--- config.mk ---
export PLATFORM = sky130hd
export DESIGN_NAME = fmul_wb
export DESIGN_NICKNAME = d
export VERILOG_FILES = /design/src/rtl/fmul_wb_pkg.sv /design/src/rtl/fp_wb_fifo.sv /design/src/rtl/fmul_wb.sv
export SDC_FILE = /design/constraint.sdc
export NUM_CORES = 1
export LEC_CHECK = 0
export CAP_MARGIN = 30
export CORE_ASPECT_RATIO = 1.2
export CORE_MARGIN = 2
export CORE_UTILIZATION = 46
export CTS_CLUSTER_SIZE = 28
export DETAILED_ROUTE_END_ITERATION = 6
export PLACE_DENSITY = 0.81
export SYNTH_ARGS = -nofsm -noshare
export SYNTH_HDL_FRONTEND = slang
export SYNTH_SLANG_ARGS = --single-unit
--- constraint.sdc ---
create_clock -name clk -period 4.6 [get_ports clk]
set_input_delay 0.69 -clock clk [delete_from_list [all_inputs] [get_ports clk]]
set_output_delay 0.69 -clock clk [all_outputs]
set_load 0.03 [all_outputs]
--- src/rtl/fmul_wb_pkg.sv ---
`default_nettype none
// ============================================================================
//  Module      : fmul_wb_pkg
//  Description : Shared definitions for the floating-point multiplier
//                write-back stage. Contains the exception flag bit indices,
//                the precision mode encodings, the canonical NaN/Inf words
//                shared with the multiplier, the buffered entry layout, and
//                the half-precision canonicalisation helper.
//  Revision    : 1.0  initial release
// ============================================================================
package fmul_wb_pkg;

    // Bit positions inside the 5-bit exception vector
    localparam int FLG_OVF = 4;
    localparam int FLG_UNF = 3;
    localparam int FLG_INV = 2;
    localparam int FLG_INX = 1;
    localparam int FLG_DEN = 0;

    // Precision select encodings
    localparam logic MODE_HALF   = 1'b0;
    localparam logic MODE_SINGLE = 1'b1;

    // Canonical special values, shared with the multiplier datapath
    localparam logic [15:0] c_half_qnan   = 16'h7E00;
    localparam logic [15:0] c_half_inf    = 16'h7C00;
    localparam logic [31:0] c_single_qnan = 32'h7FC0_0000;
    localparam logic [31:0] c_single_inf  = 32'h7F80_0000;

    localparam int c_flag_w = 5;

    // One buffered result: canonical word, its exception flags and its mode
    typedef struct packed {
        logic [31:0]         data;
        logic [c_flag_w-1:0] flags;
        logic                mode_fp;
    } wb_entry_t;

    // Half results occupy [15:0]. The multiplier may leave the sign at [31];
    // fold it into the half sign bit and clear the upper half.
    function automatic logic [31:0] canon_result(input logic [31:0] re,
                                                 input logic        mode_fp);
        logic [31:0] res;
        if (mode_fp == MODE_SINGLE) begin
            res = re;
        end else begin
            res = {16'h0000, re[15] | re[31], re[14:0]};
        end
        return res;
    endfunction

endpackage
`default_nettype wire

--- src/rtl/fp_wb_fifo.sv ---
`default_nettype none
// ============================================================================
//  Module      : fp_wb_fifo
//  Description : Synchronous circular-buffer FIFO, DEPTH x WIDTH, with a
//                registered occupancy count from which full and empty are
//                derived. Pushes while full and pops while empty are ignored.
//                Storage is not reset; only pointers and count are.
//  Ports       : clk, rst_n (sync, active-low)
//                push/wdata  - write request and data
//                pop/rdata   - read request and head data (raw, unqualified)
//                full/empty  - occupancy status, registered-count based
//  Revision    : 1.0  initial release
// ============================================================================
module fp_wb_fifo #(
    parameter int DEPTH = 4,
    parameter int WIDTH = 38
) (
    input  logic             clk,
    input  logic             rst_n,
    input  logic             push,
    input  logic [WIDTH-1:0] wdata,
    input  logic             pop,
    output logic [WIDTH-1:0] rdata,
    output logic             full,
    output logic             empty
);

    localparam int PTR_W = (DEPTH > 1) ? $clog2(DEPTH) : 1;
    localparam int CNT_W = PTR_W + 1;

    logic [WIDTH-1:0] r_mem [DEPTH];
    logic [PTR_W-1:0] r_wr_ptr;
    logic [PTR_W-1:0] r_rd_ptr;
    logic [CNT_W-1:0] r_count;

    logic w_do_push;
    logic w_do_pop;

    assign full      = (r_count == CNT_W'(DEPTH));
    assign empty     = (r_count == '0);
    assign w_do_push = push && !full;
    assign w_do_pop  = pop && !empty;
    assign rdata     = r_mem[r_rd_ptr];

    function automatic logic [PTR_W-1:0] ptr_next(input logic [PTR_W-1:0] p);
        return (p == PTR_W'(DEPTH - 1)) ? '0 : p + PTR_W'(1);
    endfunction

    always_ff @(posedge clk) begin
        if (w_do_push) begin
            r_mem[r_wr_ptr] <= wdata;
        end
    end

    always_ff @(posedge clk) begin
        if (!rst_n) begin
            r_wr_ptr <= '0;
            r_rd_ptr <= '0;
            r_count  <= '0;
        end else begin
            if (w_do_push) begin
                r_wr_ptr <= ptr_next(r_wr_ptr);
            end
            if (w_do_pop) begin
                r_rd_ptr <= ptr_next(r_rd_ptr);
            end
            case ({w_do_push, w_do_pop})
                2'b10:   r_count <= r_count + CNT_W'(1);
                2'b01:   r_count <= r_count - CNT_W'(1);
                default: r_count <= r_count;
            endcase
        end
    end

endmodule
`default_nettype wire

--- src/rtl/fmul_wb.sv ---
`default_nettype none
// ============================================================================
//  Module      : fmul_wb
//  Description : Write-back stage behind the combinational FP multiplier.
//                Canonicalises half results, buffers results in a FIFO,
//                keeps sticky exception flags, a saturating op counter and
//                a maskable exception interrupt.
//  Ports       : clk, rst_n (sync, active-low)
//                in_valid/in_ready, in_re, in_flags, in_mode_fp - upstream
//                out_valid/out_ready, out_data, out_flags, out_mode_fp
//                sticky_flags, flags_clr, exc_mask, exc_irq, op_count
//  Revision    : 1.0  initial release
// ============================================================================
module fmul_wb
    import fmul_wb_pkg::*;
#(
    parameter int DEPTH = 4,
    parameter int CNT_W = 16
) (
    input  logic             clk,
    input  logic             rst_n,
    input  logic             in_valid,
    output logic             in_ready,
    input  logic [31:0]      in_re,
    input  logic [4:0]       in_flags,
    input  logic             in_mode_fp,
    output logic             out_valid,
    input  logic             out_ready,
    output logic [31:0]      out_data,
    output logic [4:0]       out_flags,
    output logic             out_mode_fp,
    output logic [4:0]       sticky_flags,
    input  logic             flags_clr,
    input  logic [4:0]       exc_mask,
    output logic             exc_irq,
    output logic [CNT_W-1:0] op_count
);

    localparam int ENTRY_W = $bits(wb_entry_t);

    logic            w_full;
    logic            w_empty;
    logic            w_push;
    logic            w_pop;
    wb_entry_t       w_wr_entry;
    wb_entry_t       w_rd_entry;
    logic [4:0]      w_push_flags;
    logic [4:0]      r_sticky;
    logic [CNT_W-1:0] r_op_count;

    // No bypass: a full buffer refuses input even if it drains this cycle
    assign in_ready  = !w_full;
    assign out_valid = !w_empty;
    assign w_push    = in_valid && !w_full;
    assign w_pop     = out_ready && !w_empty;

    assign w_wr_entry.data    = canon_result(in_re, in_mode_fp);
    assign w_wr_entry.flags   = in_flags;
    assign w_wr_entry.mode_fp = in_mode_fp;

    fp_wb_fifo #(
        .DEPTH (DEPTH),
        .WIDTH (ENTRY_W)
    ) u_fifo (
        .clk   (clk),
        .rst_n (rst_n),
        .push  (w_push),
        .wdata (w_wr_entry),
        .pop   (w_pop),
        .rdata (w_rd_entry),
        .full  (w_full),
        .empty (w_empty)
    );

    // Unused storage may hold stale data; present zeros when nothing is valid
    assign out_data    = w_empty ? 32'h0 : w_rd_entry.data;
    assign out_flags   = w_empty ? 5'h0  : w_rd_entry.flags;
    assign out_mode_fp = w_empty ? 1'b0  : w_rd_entry.mode_fp;

    assign w_push_flags = w_push ? in_flags : 5'h0;

    // Clear takes effect first, so a push in the clearing cycle still counts
    always_ff @(posedge clk) begin
        if (!rst_n) begin
            r_sticky <= '0;
        end else if (flags_clr) begin
            r_sticky <= w_push_flags;
        end else begin
            r_sticky <= r_sticky | w_push_flags;
        end
    end

    always_ff @(posedge clk) begin
        if (!rst_n) begin
            r_op_count <= '0;
        end else if (flags_clr) begin
            r_op_count <= w_push ? CNT_W'(1) : '0;
        end else if (w_push && (r_op_count != {CNT_W{1'b1}})) begin
            r_op_count <= r_op_count + CNT_W'(1);
        end
    end

    assign sticky_flags = r_sticky;
    assign op_count     = r_op_count;
    assign exc_irq      = |(r_sticky & exc_mask);

endmodule
`default_nettype wire

Word-level counts from Yosys, hierarchy flattened
Memory sizes are Yosys's and may differ from the RTL's. A register that Yosys moved wholly into a read port is not among the register bits.
Cells that the tools add are included.
{"block": "word_totals", "register_bits": 28, "ramBits": 152, "inputBits": 48, "out_inout_bits": 62, "memories": 1}
{"block": "op_classes", "n_addsub": 5, "eq_ne": 6, "mux": 16, "bitwise_logic": 3, "n_reduce_logical": 11}
{"memory": "u_fifo.r_mem", "depth": 4, "width": 38, "rd": 1, "rd_ports_with_merged_regs": 1, "wr": 1, "line_no": "fp_wb_fifo.sv:31", "text": "logic [WIDTH-1:0] r_mem [DEPTH];"}
{"op": "32-bit two-way mux", "count": 2}
{"op": "16-bit two-way mux", "count": 2}
{"op": "16-bit by 1-bit adder with 16-bit output, second input constant", "count": 1}
{"op": "16-bit != test, second input constant", "count": 1}
{"op": "5-bit two-way mux", "count": 3}
{"op": "2-bit two-way mux", "count": 4}
{"op": "2-bit equality test, second input constant", "count": 3}
{"op": "3-bit one-hot mux with 2 select lines", "count": 1}
{"op": "5-bit bitwise AND", "count": 1}
{"op": "1-bit logical AND", "count": 5}
{"op": "5-bit OR", "count": 1}
{"op": "5-bit OR reduction", "count": 1}
{"op": "2-bit by 1-bit adder with 2-bit output, second input constant", "count": 2}
{"op": "1-bit two-way mux", "count": 4}
{"op": "2-bit nonzero test", "count": 2}
{"op": "3-bit by 1-bit adder with 3-bit output, second input constant", "count": 1}
{"op": "3-bit equality test, second input constant", "count": 1}
{"op": "3-bit zero test", "count": 1}
{"op": "3-bit by 1-bit subtractor with 3-bit output, second input constant", "count": 1}
{"op": "2-bit by 1-bit equality test with 1-bit output, second input constant", "count": 1}
{"op": "1-bit zero test", "count": 2}
{"op": "1-bit OR", "count": 1}

Longest topological paths before layout
{"block": "logic_depth", "depth_word": 6, "ltp_mapped": 11}

Hierarchy
Synthesis repeated with hierarchy kept, for this count alone.
{"block": "unflattened", "cells_unflattened": 449, "hier_area_um2": 7534.7}
{"module": "fp_wb_fifo", "n_inst": 1, "cells_per_inst": 254, "area_per_inst_um2": 5992.0, "seq_area_each_um2": 4744.6}
{"module": "fmul_wb", "n_inst": 1, "cells_per_inst": 195, "area_per_inst_um2": 1542.7, "seq_area_each_um2": 420.4}

Least setup slack after synthesis
OpenSTA, ideal clock, no wires.
{"block": "synth_timing", "kind": "reg-to-reg", "start": "reg u_fifo.r_count[0]", "end": "reg u_fifo.r_count[2]", "arrival_time_ns": 2.537, "t_required_ns": 4.524, "path_slack_ns": 1.987, "path_stages_with_launch": 12, "n_path_buf": 1, "period_less_slack_ns": 2.613, "path_cell_list": "dfxtp_1 nor3b_1 inv_1 and2_1 clkbuf_1 inv_1 ha_1 inv_1 fa_1 xor2_1 or3_1 a21boi_0"}
{"block": "synth_between", "elab_chain_cells": 6, "word_cells_on_any_way": 14}
{"item": "start: declaration", "line_no": "fp_wb_fifo.sv:34", "text": "logic [CNT_W-1:0] r_count;"}
{"item": "start signal: assignment", "line_no": "fp_wb_fifo.sv:68", "text": "2'b10: r_count <= r_count + CNT_W'(1);"}
{"item": "start signal: assignment", "line_no": "fp_wb_fifo.sv:69", "text": "2'b01: r_count <= r_count - CNT_W'(1);"}
{"item": "start signal: assignment", "line_no": "fp_wb_fifo.sv:70", "text": "default: r_count <= r_count;"}
{"item": "3-bit equality test (*)", "line_no": "fp_wb_fifo.sv:39", "text": "assign full = (r_count == CNT_W'(DEPTH));"}
{"item": "1-bit zero test (*)"}
{"item": "via in_ready", "line_no": "fmul_wb.sv:23", "text": "output logic in_ready,"}
{"item": "1-bit logical AND", "line_no": "fmul_wb.sv:54", "text": "assign w_push = in_valid && !w_full;"}
{"item": "1-bit logical AND (*)", "line_no": "fp_wb_fifo.sv:41", "text": "assign w_do_push = push && !full;"}
{"item": "2-bit by 1-bit equality test with 1-bit output or 2-bit equality test (tied branches)", "line_no": "fp_wb_fifo.sv:67", "text": "case ({w_do_push, w_do_pop})"}
{"item": "3-bit one-hot mux with 2 select lines or 2-bit nonzero test (tied branches)"}
The timed path passes the listed nets; every way through them passes the cells marked *.
A chain may end at the register's enable or synchronous reset.

==> impl_metrics.py <==
metrics = {
    "drt": {
        "drt_iter0_drc": 300,
        "drc": 0,
        "routed_via_density": 5.436,
        "wl_per_cell_microns": 18.70,
        "wl_met2_microns": 7725,
        "highest_layer": "met4",
        "wl_met3_microns": 805,
        "routed_wl_microns": 14530,
        "route.vias.total": 4224,
        "firstDrtPassIters": 4,
        "met1_length_microns": 5920,
        "drtAntennaViolNets": 0,
    },
    "floorplanning": {
        "rows": 50,
        "die_x_microns": 119.7,
        "core-area_sq_mm": 0.01564,
        "dieArea_sq_mm": 0.01711,
        "initial_core_util": 0.4728,
        "die_h_microns": 142.9,
        "ios": 110,
    },
    "setup_path": {
        "end_kind": "primary output",
        "critPathLaunchType": "flip-flop",
        "cp_max_fo": 20,
        "cp.arrival_ns": 2.79,
        "path_class": "flip-flop to primary output",
        "crit_required_ns": 3.91,
    },
    "power_and_ir_drop": {
        "leakage_uw": 0.003091,
        "peakVddDrop_uv": 253.2,
        "p_per_area_mw_per_mm2": 553.7,
    },
    "synth": {
        "synth_nets": 497,
        "synth_warnings": 0,
        "synth-edff-count": 152,
        "synth.most_common_cell": "edfxtp_1",
        "avgSynthCellArea_sq_um": 16.77,
        "synth_cell_type_count": 48,
        "yosysTopAreaCell": "edfxtp_1",
        "ys_ff_latch": 182,
        "synthTopCellsByCount": "edfxtp_1, and2_1, mux4_2",
        "yosysSeqAreaShare": 0.6985,
        "synthTopCellsByArea": "edfxtp_1, mux4_2, dfxtp_1",
        "synth_area_sq_mm": 0.007395,
        "synth_flop_cell": "edfxtp_1",
        "synth_top_area_frac": 0.6173,
        "syn_inst": 441,
        "async_flop_share": 0,
    },
    "placed_design": {
        "post-dp-hpwl_microns": 9560,
        "io_buffers": 109,
        "place_congestion": 0.8262,
    },
    "finish": {
        "drive_above_1_share": 0.1564,
        "area_growth_pct": 27.85,
        "nNetsFinal": 612,
        "multi_input_area_sq_mm": 0.002107,
        "seq_area_sq_mm": 0.005167,
        "fillers": 1168,
        "diodes": 0,
    },
    "status": {
        "outcome": "completed",
    },
    "clocking": {
        "clkTransAtPathRegs_ns": 0.06,
        "cts_tree": "yes",
        "post-cts-setup-buffer-count": 0,
        "postCtsHoldBufs": 0,
        "cts_sinks": 182,
        "cts-buffers-inserted": 17,
        "clk_latency_ns": 0.42,
        "htree_levels": 4,
        "cts_resized": 0,
        "clockBufferDepth": 2,
        "cts-root-buf": "clkbuf_16",
    },
    "timing": {
        "hold_viol_final": 0,
        "finalSetupViolCount": 0,
        "rsz0062_at_grt": "false",
        "whs_ns": 0.4973,
        "layout_min_cycle_time_ns": 3.480,
        "max_slew_margin": 0.4245,
        "max_freq_ghz": 0.2874,
        "drv_slew": 0,
        "worst_pin_slew_ns": 0.8554,
        "period_share": 0.7564,
        "setup_tns_ns": 0,
        "fin_worst_skew_ns": 0.01239,
    },
    "grt": {
        "grtUsageTotal": 0.1792,
        "grt_pass1_wl_microns": 23180,
        "antenna_found_initial": 0,
        "grt-ovfl-total": 0,
        "grt_max_degree": 42,
        "grt_pass1_vias": 4490,
    },
    "worst_hold_path": {
        "min_path_type": "flip-flop to flip-flop",
    },
    "run": {
        "cap_violations": 0,
    },
}
-- through the flow --
step	cells	utilization	power, uW	worst slack (ns)	instance area (sq um)
after floorplan	441	-	3066	1.987	7395
after global placement	740	0.5559	3674	1.497	8695
after detailed placement	744	0.5610	3729	1.472	8775
after CTS	776	0.6027	5295	1.029	9427
after global routing	777	0.6045	5470	0.9050	9454
final	777	0.6045	5235	1.120	9454
-- registers in the layout (all words and copies together), names as in the netlist, named ones only --
| signal | cells |
|---|---|
| op_count | 16 |
| sticky_flags | 5 |
| u_fifo.r_count | 3 |
| u_fifo.r_mem | 152 |
| u_fifo.r_rd_ptr | 2 |
| u_fifo.r_wr_ptr | 2 |
-- cell families after synthesis --
logic type | count (synthesis) | synth area share
buf+inv | 31 | 0.01726
simple gates | 135 | 0.1095
compound gates | 43 | 0.03926
mux | 40 | 0.1186
fa+ha+maj | 8 | 0.01455
xor+xnor | 2 | 0.002369
flops | 182 | 0.6985
-- layout make-up --
cell class                 count  share of cell area
sequential                   182              0.5466
multi-input combinational    228              0.2229
timing repair buffer         116              0.1297
clock buffer                  17             0.04500
tap                          208             0.02753
clock inverter                15             0.02395
inverter                      11            0.004367
-- where the power goes --
part | switching, uW | internal (uW)
Combinational | 885 | 761
Clock | 594 | 968
Sequential | 89.7 | 1940
Total | 1570 | 3670
-- placed cells by master (no fill, tap or decap), types with 7 or more instances in the layout --
cell,Yosys,layout
ha_1,7,7
nand2_1,16,16
edfxtp_1,152,152
and2_1,59,59
clkdlybuf4s50_1,0,109
nor2b_1,12,12
a21oi_1,13,13
inv_1,11,11
clkbuf_16,0,17
nand3_1,8,8
dfxtp_1,30,28
mux4_2,38,38
-- path summary, 6_finish.rpt --
kind,startpoint,to,slack [ns],depth (start not counted)
setup / recovery,flip-flop,out_data[26],1.12,4
setup reg to reg,u_fifo.r_count[2]$_SDFFE_PN0P_,u_fifo.r_count[2]$_SDFFE_PN0P_,1.80,10
hold / removal,op_count[15]$_SDFFE_PN0P_,op_count[15]$_SDFFE_PN0P_,0.50,2
hold reg to reg,op_count[15]$_SDFFE_PN0P_,op_count[15]$_SDFFE_PN0P_,0.50,2
-- metal layers --
layer | up-vias | GRT usage
met3 | 5 | 0.04992
met5 | - | 0
met1 | 2118 | 0.2134
met2 | 143 | 0.3182
li1 | 1958 | -
met4 | 0 | 0.05263
-- worst max-delay path: stages, from the launching register on --
cell and delay (ns):
dfxtp_2 0.79, buf_12 0.28, mux4_2 0.52, and2_1 0.18, clkdlybuf4s50_1 0.58
(Power assumes the default switching activity.)
